==> src/rtl/mc_controller.sv <==
// Multicycle MIPS main-control FSM: sequences fetch/decode/execute/writeback over a
// shared instruction/data memory with a bounded mem_ready wait per memory state.
module mc_controller #(
    parameter int MEM_TIMEOUT = 15,
    parameter int CNT_W       = 8
) (
    input  logic       clk,
    input  logic       reset,
    input  logic [5:0] op,
    input  logic [5:0] funct,
    input  logic       zero,
    input  logic       mem_ready,
    output logic       mem_req,
    output logic       memwrite,
    output logic       iord,
    output logic       irwrite,
    output logic       pcen,
    output logic       regwrite,
    output logic       regdst,
    output logic       memtoreg,
    output logic       alusrca,
    output logic [1:0] alusrcb,
    output logic [1:0] pcsrc,
    output logic [4:0] alucontrol,
    output logic       illegal_op,
    output logic       mem_err
);
    // state  | meaning
    // FETCH  | read instruction at pc, pc += 4
    // DECODE | branch target into aluout, dispatch on op
    // MEMADR | effective address for lw/sw
    // MEMRD  | data read at aluout
    // MEMWB  | memory data into rt
    // MEMWR  | data write at aluout
    // EXEC   | R-type ALU op
    // ALUWB  | aluout into rd
    // BRANCH | beq compare, conditional pc update
    // ADDIEX | rs + signimm
    // ADDIWB | aluout into rt
    // JUMP   | pc <= jump target
    typedef enum logic [3:0] {
        S_FETCH, S_DECODE, S_MEMADR, S_MEMRD, S_MEMWB, S_MEMWR,
        S_EXEC, S_ALUWB, S_BRANCH, S_ADDIEX, S_ADDIWB, S_JUMP
    } state_t;

    localparam logic [5:0] OP_RTYPE = 6'b000000;
    localparam logic [5:0] OP_LW    = 6'b100011;
    localparam logic [5:0] OP_SW    = 6'b101011;
    localparam logic [5:0] OP_BEQ   = 6'b000100;
    localparam logic [5:0] OP_ADDI  = 6'b001000;
    localparam logic [5:0] OP_J     = 6'b000010;

    localparam logic [4:0] ALU_ADD = 5'b00010;
    localparam logic [4:0] ALU_SUB = 5'b00110;
    localparam logic [4:0] ALU_AND = 5'b00000;
    localparam logic [4:0] ALU_OR  = 5'b00001;
    localparam logic [4:0] ALU_SLT = 5'b00111;

    localparam logic [CNT_W-1:0] CNT_LAST = CNT_W'(MEM_TIMEOUT - 1);

    state_t           state_q, state_d;
    logic [CNT_W-1:0] cnt_q, cnt_d;

    logic mem_state, timeout;
    logic pcwrite, branch;
    logic mem_req_c, memwrite_c, irwrite_c, regwrite_c, illegal_c, mem_err_c;

    always_ff @(posedge clk or posedge reset) begin
        if (reset) begin
            state_q <= S_FETCH;
            cnt_q   <= '0;
        end else begin
            state_q <= state_d;
            cnt_q   <= cnt_d;
        end
    end

    assign mem_state = (state_q == S_FETCH) || (state_q == S_MEMRD) || (state_q == S_MEMWR);
    // Wait cycle n sees cnt_q == n-1, so the last allowed wait cycle is the abort cycle.
    assign timeout   = mem_state && !mem_ready && (cnt_q >= CNT_LAST);

    always_comb begin
        state_d    = state_q;
        mem_req_c  = 1'b0;
        memwrite_c = 1'b0;
        irwrite_c  = 1'b0;
        regwrite_c = 1'b0;
        illegal_c  = 1'b0;
        mem_err_c  = 1'b0;
        pcwrite    = 1'b0;
        branch     = 1'b0;
        iord       = 1'b0;
        regdst     = 1'b0;
        memtoreg   = 1'b0;
        alusrca    = 1'b0;
        alusrcb    = 2'b00;
        pcsrc      = 2'b00;
        alucontrol = 5'b00000;

        case (state_q)
            S_FETCH: begin
                mem_req_c  = 1'b1;
                alusrcb    = 2'b01;
                alucontrol = ALU_ADD;
                if (timeout) begin
                    mem_err_c = 1'b1;
                end else if (mem_ready) begin
                    irwrite_c = 1'b1;
                    pcwrite   = 1'b1;
                    state_d   = S_DECODE;
                end
            end
            S_DECODE: begin
                alusrcb    = 2'b11;
                alucontrol = ALU_ADD;
                case (op)
                    OP_LW, OP_SW: state_d = S_MEMADR;
                    OP_RTYPE:     state_d = S_EXEC;
                    OP_BEQ:       state_d = S_BRANCH;
                    OP_ADDI:      state_d = S_ADDIEX;
                    OP_J:         state_d = S_JUMP;
                    default: begin
                        illegal_c = 1'b1;
                        state_d   = S_FETCH;
                    end
                endcase
            end
            S_MEMADR: begin
                alusrca    = 1'b1;
                alusrcb    = 2'b10;
                alucontrol = ALU_ADD;
                state_d    = (op == OP_SW) ? S_MEMWR : S_MEMRD;
            end
            S_MEMRD: begin
                mem_req_c = 1'b1;
                iord      = 1'b1;
                if (timeout) begin
                    mem_err_c = 1'b1;
                    state_d   = S_FETCH;
                end else if (mem_ready) begin
                    state_d = S_MEMWB;
                end
            end
            S_MEMWB: begin
                memtoreg   = 1'b1;
                regwrite_c = 1'b1;
                state_d    = S_FETCH;
            end
            S_MEMWR: begin
                mem_req_c  = 1'b1;
                memwrite_c = 1'b1;
                iord       = 1'b1;
                if (timeout) begin
                    mem_err_c = 1'b1;
                    state_d   = S_FETCH;
                end else if (mem_ready) begin
                    state_d = S_FETCH;
                end
            end
            S_EXEC: begin
                alusrca = 1'b1;
                state_d = S_ALUWB;
                case (funct)
                    6'b100000: alucontrol = ALU_ADD;
                    6'b100010: alucontrol = ALU_SUB;
                    6'b100100: alucontrol = ALU_AND;
                    6'b100101: alucontrol = ALU_OR;
                    6'b101010: alucontrol = ALU_SLT;
                    default: begin
                        illegal_c = 1'b1;
                        state_d   = S_FETCH;
                    end
                endcase
            end
            S_ALUWB: begin
                regdst     = 1'b1;
                regwrite_c = 1'b1;
                state_d    = S_FETCH;
            end
            S_BRANCH: begin
                alusrca    = 1'b1;
                alucontrol = ALU_SUB;
                branch     = 1'b1;
                pcsrc      = 2'b01;
                state_d    = S_FETCH;
            end
            S_ADDIEX: begin
                alusrca    = 1'b1;
                alusrcb    = 2'b10;
                alucontrol = ALU_ADD;
                state_d    = S_ADDIWB;
            end
            S_ADDIWB: begin
                regwrite_c = 1'b1;
                state_d    = S_FETCH;
            end
            S_JUMP: begin
                pcsrc   = 2'b10;
                pcwrite = 1'b1;
                state_d = S_FETCH;
            end
            default: state_d = S_FETCH;
        endcase

        cnt_d = cnt_q;
        if ((state_d != state_q) || timeout)
            cnt_d = '0;
        else if (mem_state && !mem_ready && (cnt_q != '1))
            cnt_d = cnt_q + CNT_W'(1);
    end

    // Side-effecting strobes are held off for the whole reset assertion.
    assign mem_req    = mem_req_c  & ~reset;
    assign memwrite   = memwrite_c & ~reset;
    assign irwrite    = irwrite_c  & ~reset;
    assign regwrite   = regwrite_c & ~reset;
    assign pcen       = (pcwrite | (branch & zero)) & ~reset;
    assign illegal_op = illegal_c  & ~reset;
    assign mem_err    = mem_err_c  & ~reset;

endmodule
==> config.mk <==
export PLATFORM = sky130hd
export DESIGN_NAME = mc_controller
export DESIGN_NICKNAME = d
export VERILOG_FILES = /design/src/rtl/mc_controller.sv
export SDC_FILE = /design/constraint.sdc
export NUM_CORES = 1
export LEC_CHECK = 0
export ABC_AREA = 1
export BUFFER_PORTS_ARGS = -buffer_cell sky130_fd_sc_hd__buf_2
export CORE_MARGIN = 1
export CORE_UTILIZATION = 35
export CTS_CLUSTER_DIAMETER = 80
export DETAILED_ROUTE_END_ITERATION = 12
export PLACE_DENSITY_LB_ADDON = 0.05
export SLEW_MARGIN = 20
export SYNTH_ARGS = -nofsm -noshare
export SYNTH_HDL_FRONTEND = slang
export SYNTH_SLANG_ARGS = --single-unit
==> constraint.sdc <==
create_clock -name clk -period 2.2 [get_ports clk]
set_clock_uncertainty 0.15 [all_clocks]
set_input_delay 0.22 -clock clk [delete_from_list [all_inputs] [get_ports clk]]
set_output_delay 0.22 -clock clk [all_outputs]
set_load 0.03 [all_outputs]
After elaboration in Yosys (flattened, before gate mapping). Index checks and enable logic that the tools add are counted.

Register bits after elaboration: 12. Bits of input ports: 16. Output and inout port bits: 20. Logic and storage cells: 89.

Add/sub/neg operators: 1. $lt $le $gt $ge: 1. Equal/unequal tests: 23. Multiplexer cells: 33. Bitwise gates (word level): 10. Reduce and logical (&&, ||, !) cells: 19.

Operators with widths (number): 6-bit == test (second input constant) (7); 4-bit case mux with 7 select lines (1); 4-bit 2-to-1 mux (6); 4-bit case mux with 5 select lines (1); 4-bit by 3-bit == test with 1-bit output (second input constant) (4); 4-bit == test (second input constant) (4); 8-bit 2-to-1 mux (2); 1-bit 2-to-1 mux (15); 3-bit case mux with 4 select lines (1); 3-bit case mux with 3 select lines (1); 8-bit by 1-bit adder with 8-bit output (second input constant) (1); 1-bit AND (8); 4-bit by 2-bit == test with 1-bit output (second input constant) (2); 8-bit by 4-bit greater-or-equal comparator with 1-bit output (second input constant) (1); 8-bit != test (second input constant) (1); 4-bit OR reduction (2); 6-bit by 2-bit == test with 1-bit output (second input constant) (1); 6-bit by 3-bit == test with 1-bit output (second input constant) (1); 6-bit by 4-bit == test with 1-bit output (second input constant) (1); 6-bit zero test (1); 3-bit 2-to-1 mux (2); 2-bit case mux with 3 select lines (1); 2-bit OR reduction (3); 3-bit OR reduction (2); other kinds (13) (18).

Depth between registers and ports, before layout.
Word-level depth: 10. Mapped depth: 12. Mapped depth without buffers: 12.

Worst setup path after synthesis. Ideal clock, no wire load.

Kind: register to output. From: reg state_q[1]. To: out pcen. Data arrival time: 1663 ps. Data required time: 1830 ps. Setup slack: 167 ps. Stages on the path, launching flop included: 7. Path buffers: 0. Cells stage by stage: dfrtp_1 > nor2_1 > inv_1 > nor2_1 > o2bb2ai_1 > o21ai_0 > inv_1.

Cells in the longest elaborated chain, start to end: 9. Elaborated cells between the ends (all ways): 15. Those cells by class: 4 x eq/ne; 3 x mux; 3 x bitwise; 5 x reduce/logical.

Ends and longest elaborated chain: from (decl) (RTL line 61) `state_t state_q, state_d;`; from (signal assigned) (RTL line 73) `state_q <= state_d;`; 4-bit by 2-bit == test with 1-bit output / 4-bit zero test (equally long branches) (RTL line 78, 100); 1-bit logical OR (2 in a row) (RTL line 78) `assign mem_state = (state_q == S_FETCH) || (state_q == S_MEMRD) || (state_q == S_MEMWR);`; 1-bit logical AND (2 in a row) (RTL line 80) `assign timeout = mem_state && !mem_ready && (cnt_q >= CNT_LAST);`; 1-bit 2-to-1 mux (RTL line 105) `if (timeout) begin`; 1-bit case mux with 2 select lines (RTL line 100) `case (state_q)`; 1-bit OR (*) (RTL line 217) `assign pcen = (pcwrite | (branch & zero)) & ~reset;`; 1-bit AND (*) (RTL line 217); to (decl) (RTL line 17) `output logic pcen,`.

Mark *: on every way between the ends. The rest lies on a longest branch, timed or not.

Final worst setup path.
From: reg state_q[2]. To: out alucontrol[1].

Cells in the longest elaborated chain, start to end: 3. Elaborated cells between the ends (all ways): 8. Those cells by class: 5 x eq/ne; 1 x mux; 2 x reduce/logical.

Ends and longest elaborated chain: 4-bit by 1-bit == test with 1-bit output, or another cell as far along (RTL line 100); 4-bit OR reduction (no source line); 3-bit case mux with 3 select lines (*) (RTL line 100); to (decl) (RTL line 24) `output logic [4:0] alucontrol,`.

Marks and branches as above.

==> results.yml <==
synth:
  synthArstFlopShare_pct: 100
  yosysMostFrequentCell: "nand2_1"
  synth.area.top_cells: "dfrtp_1, nand2_1, nor2_1, inv_1, nand3_1"
  synth_top_area_cell: "dfrtp_1"
  ys.flop_type: "dfrtp_1"
  synth_edf_count: 0
  ys_ff_latch: 12
  synth_top_cell_area_share_pct: 25.6
  synth.cell_area_um2: 1170
  yosys_warnings: 0
  synth-seq-area-share_pct: 25.6
  synth.distinct_cells: 30
  netlist_instances: 178
  syn_area_per_cell_um2: 6.58
  synth_common_cells: "nand2_1, nor2_1, inv_1"
clock_tree:
  cts_tree: "yes"
  cts.path.max_buffers: 2
  numCtsBuffers: 3
  cts.clk_slew.worst_paths_ns: 0.07
  cts-root-buf: "clkbuf_4"
  cts_max_level: 1
  cts_sinks: 12
  insertion_delay_ns: 0.27
  post_cts_buffers: 0
placement:
  portBuffers: 33
  dp_cells: 258
  place_congestion: 0.866
  place_area_um2: 1400
  hpwlAfterDp_um: 2420
layout:
  syn_to_final_growth_pct: 23.8
  fin_cells: 263
  final_layout_size_suffix_gt1_share_pct: 33.3
  final_area_um2: 1450
  fillCellCount: 354
  insertedDiodeCount: 0
  fin_nets: 238
die:
  std_cell_rows: 20
  io-pin-count: 36
  fp.coreArea_um2: 3100
  start_util_pct: 37.7
  die_h_um: 59.8
  dieArea_um2: 3580
  chipWidth_um: 59.8
sta:
  rsz0062_at_grt: "true"
  finalCritPeriodShare_pct: 95.4
  timing.fmax_mhz: 476
  slew_viol_final: 0
  hold_viol_final: 0
  setup_violations: 0
  min_period_ns: 2.10
drt:
  drtPass1Iterations: 4
  routed_wl_um: 2950
  viasPerCell: 4.81
  wl_per_cell_um: 11.2
  drt_iter0_drc: 75
  vias: 1266
  drc_errors: 0
  ant_nets: 0
power_and_ir_drop:
  peakVddDrop_uv: 468
  p_per_area_nw_per_um2: 856
  p_leak_nw: 0.774
grt:
  grtUsageTotal_pct: 18.3
  grt_pass1_wl_um: 4890
  grt_max_degree: 13
  grt_pass1_vias: 1119
  grt_overflow: 0
  antenna_found_initial: 0
setup_path:
  max_stage_delay_ns: 0.46
  start_kind: "flop"
  crit_chain: "nor2_2, inv_2, nor2_2, a21oi_1, nand2_1, a21oi_1, o21ai_0, buf_2"
  path_max_fanout: 6
  slowest_stage: "dfrtp_1"
  arrival_ns: 1.73
  critPathKind: "flop to output pin"
  crit_path_end_kind: "output pin"
  required_ns: 1.83
hold_path:
  hold_class: "primary input to flop"
flow_run:
  maxCapViolCount: 0
status:
  run_status: "finished clean"
==> path summary, 6_finish.rpt <==
path / startpoint / cells after the start / end / slack (ns)
min in group asynchronous: reset / 4 / cnt_q[3] / 0.42
max reg2reg: cnt_q[0] / 9 / cnt_q[4] / 0.29
max in group asynchronous: reset / 4 / state_q[3] / 1.32
min: mem_ready / 5 / state_q[2] / 0.22
min reg2reg: cnt_q[0] / 1 / cnt_q[0] / 0.33
max: state_q[2] / 8 / alucontrol[1] / 0.10
==> final cells by class <==
class                   instances  area [um2]  share of cell area, %
repair buffers                 35         183                   12.6
inverters                      31         116                   8.02
flip-flops and latches         12         300                   20.7
well taps                      44        55.1                   3.80
clock buffers                   4        36.3                   2.50
multi-input cells             137         759                   52.4
==> kinds of logic (layout without fill, tap and decap cells) <==
kind of cell	count (synthesis)	after routing	share of synthesized area, %
simple gates	109	109	48.7
buf+inv	33	70	11.2
compound gates	18	18	9.72
flops	12	12	25.6
xor+xnor	3	3	2.24
fa+ha+maj	2	2	2.14
other cells	1	5	0.320
==> worst max-delay path: cells and delay by family, from the launching register on <==
kind                   cells  cell delay [ns]
buffers and inverters      2             0.31
AO/OA/AOI/OAI              3             0.21
flip-flops                 1             0.46
AND/OR/NAND/NOR            3             0.48
==> flip-flops by register name, summed over array words and instances, names as in the netlist <==
signal   flops
cnt_q        8
state_q      4
==> power breakdown <==
part           switching (mW)  internal (mW)  leakage [nW]
Clock                  0.0748          0.101        0.0210
Sequential             0.0533          0.255         0.157
Combinational           0.532          0.225         0.596
Total                   0.660          0.581         0.774
==> routing by layer <==
metal / vias to the layer above / track usage [%] / share of wire (%)
li1: 645 / - / -
met1: 576 / 26.2 / 50
met2: 43 / 28.6 / 44
met3: 2 / 3.90 / 5.6
met4: 0 / 2.99 / 0.34
met5: - / 0 / 0
==> repair_timing <==
| item | in CTS | in global routing |
|---|---|---|
| resized for setup | 0 | 2 |
| setup endpoints to repair | 0 | 3 |
| hold endpoints to repair | 12 | 0 |
| hold buffers | 1 | 0 |
==> placed cells by master, fill, tap and decap left out <==
master / n
ha_1: 2
nor2_4: 3
a21oi_4: 1
o31ai_1: 1
nand4_1: 4
xor2_1: 1
o22ai_1: 1
nor2_1: 26
inv_1: 23
nand2_1: 34
nor3_2: 5
buf_4: 1
inv_2: 7
conb_1: 5
nand3_4: 2
clkbuf_8: 1
dfrtp_1: 12
clkinv_1: 1
clkbuf_4: 3
nor2_2: 6
o21ai_0: 6
dlygate4sd3_1: 1
a31oi_1: 1
and2_0: 1
nand3b_1: 1
a21oi_2: 1
nand2_2: 8
buf_2: 33
o2bb2ai_1: 1
nor3_1: 2
xnor2_1: 2
nand3_1: 15
nand3_2: 2
a21oi_1: 6
==> stage by stage <==
step / setup WS, ns / TNS [ns] / hold WS [ns] / power [mW] / util, %
after global routing: -0.0145 / -0.0145 / 0.277 / 1.33 / 46.7
after CTS: 0.0574 / 0 / 0.214 / 1.24 / 46.6
final: 0.100 / 0 / 0.223 / 1.24 / 46.7
after detailed placement: 0.319 / 0 / 0.176 / 1.06 / 45.1
after global placement: 0.323 / 0 / 0.174 / 1.04 / 45.1
after floorplan: 0.167 / 0 / -0.0515 / 0.872 / -
Power figures use the tool's default switching activity.
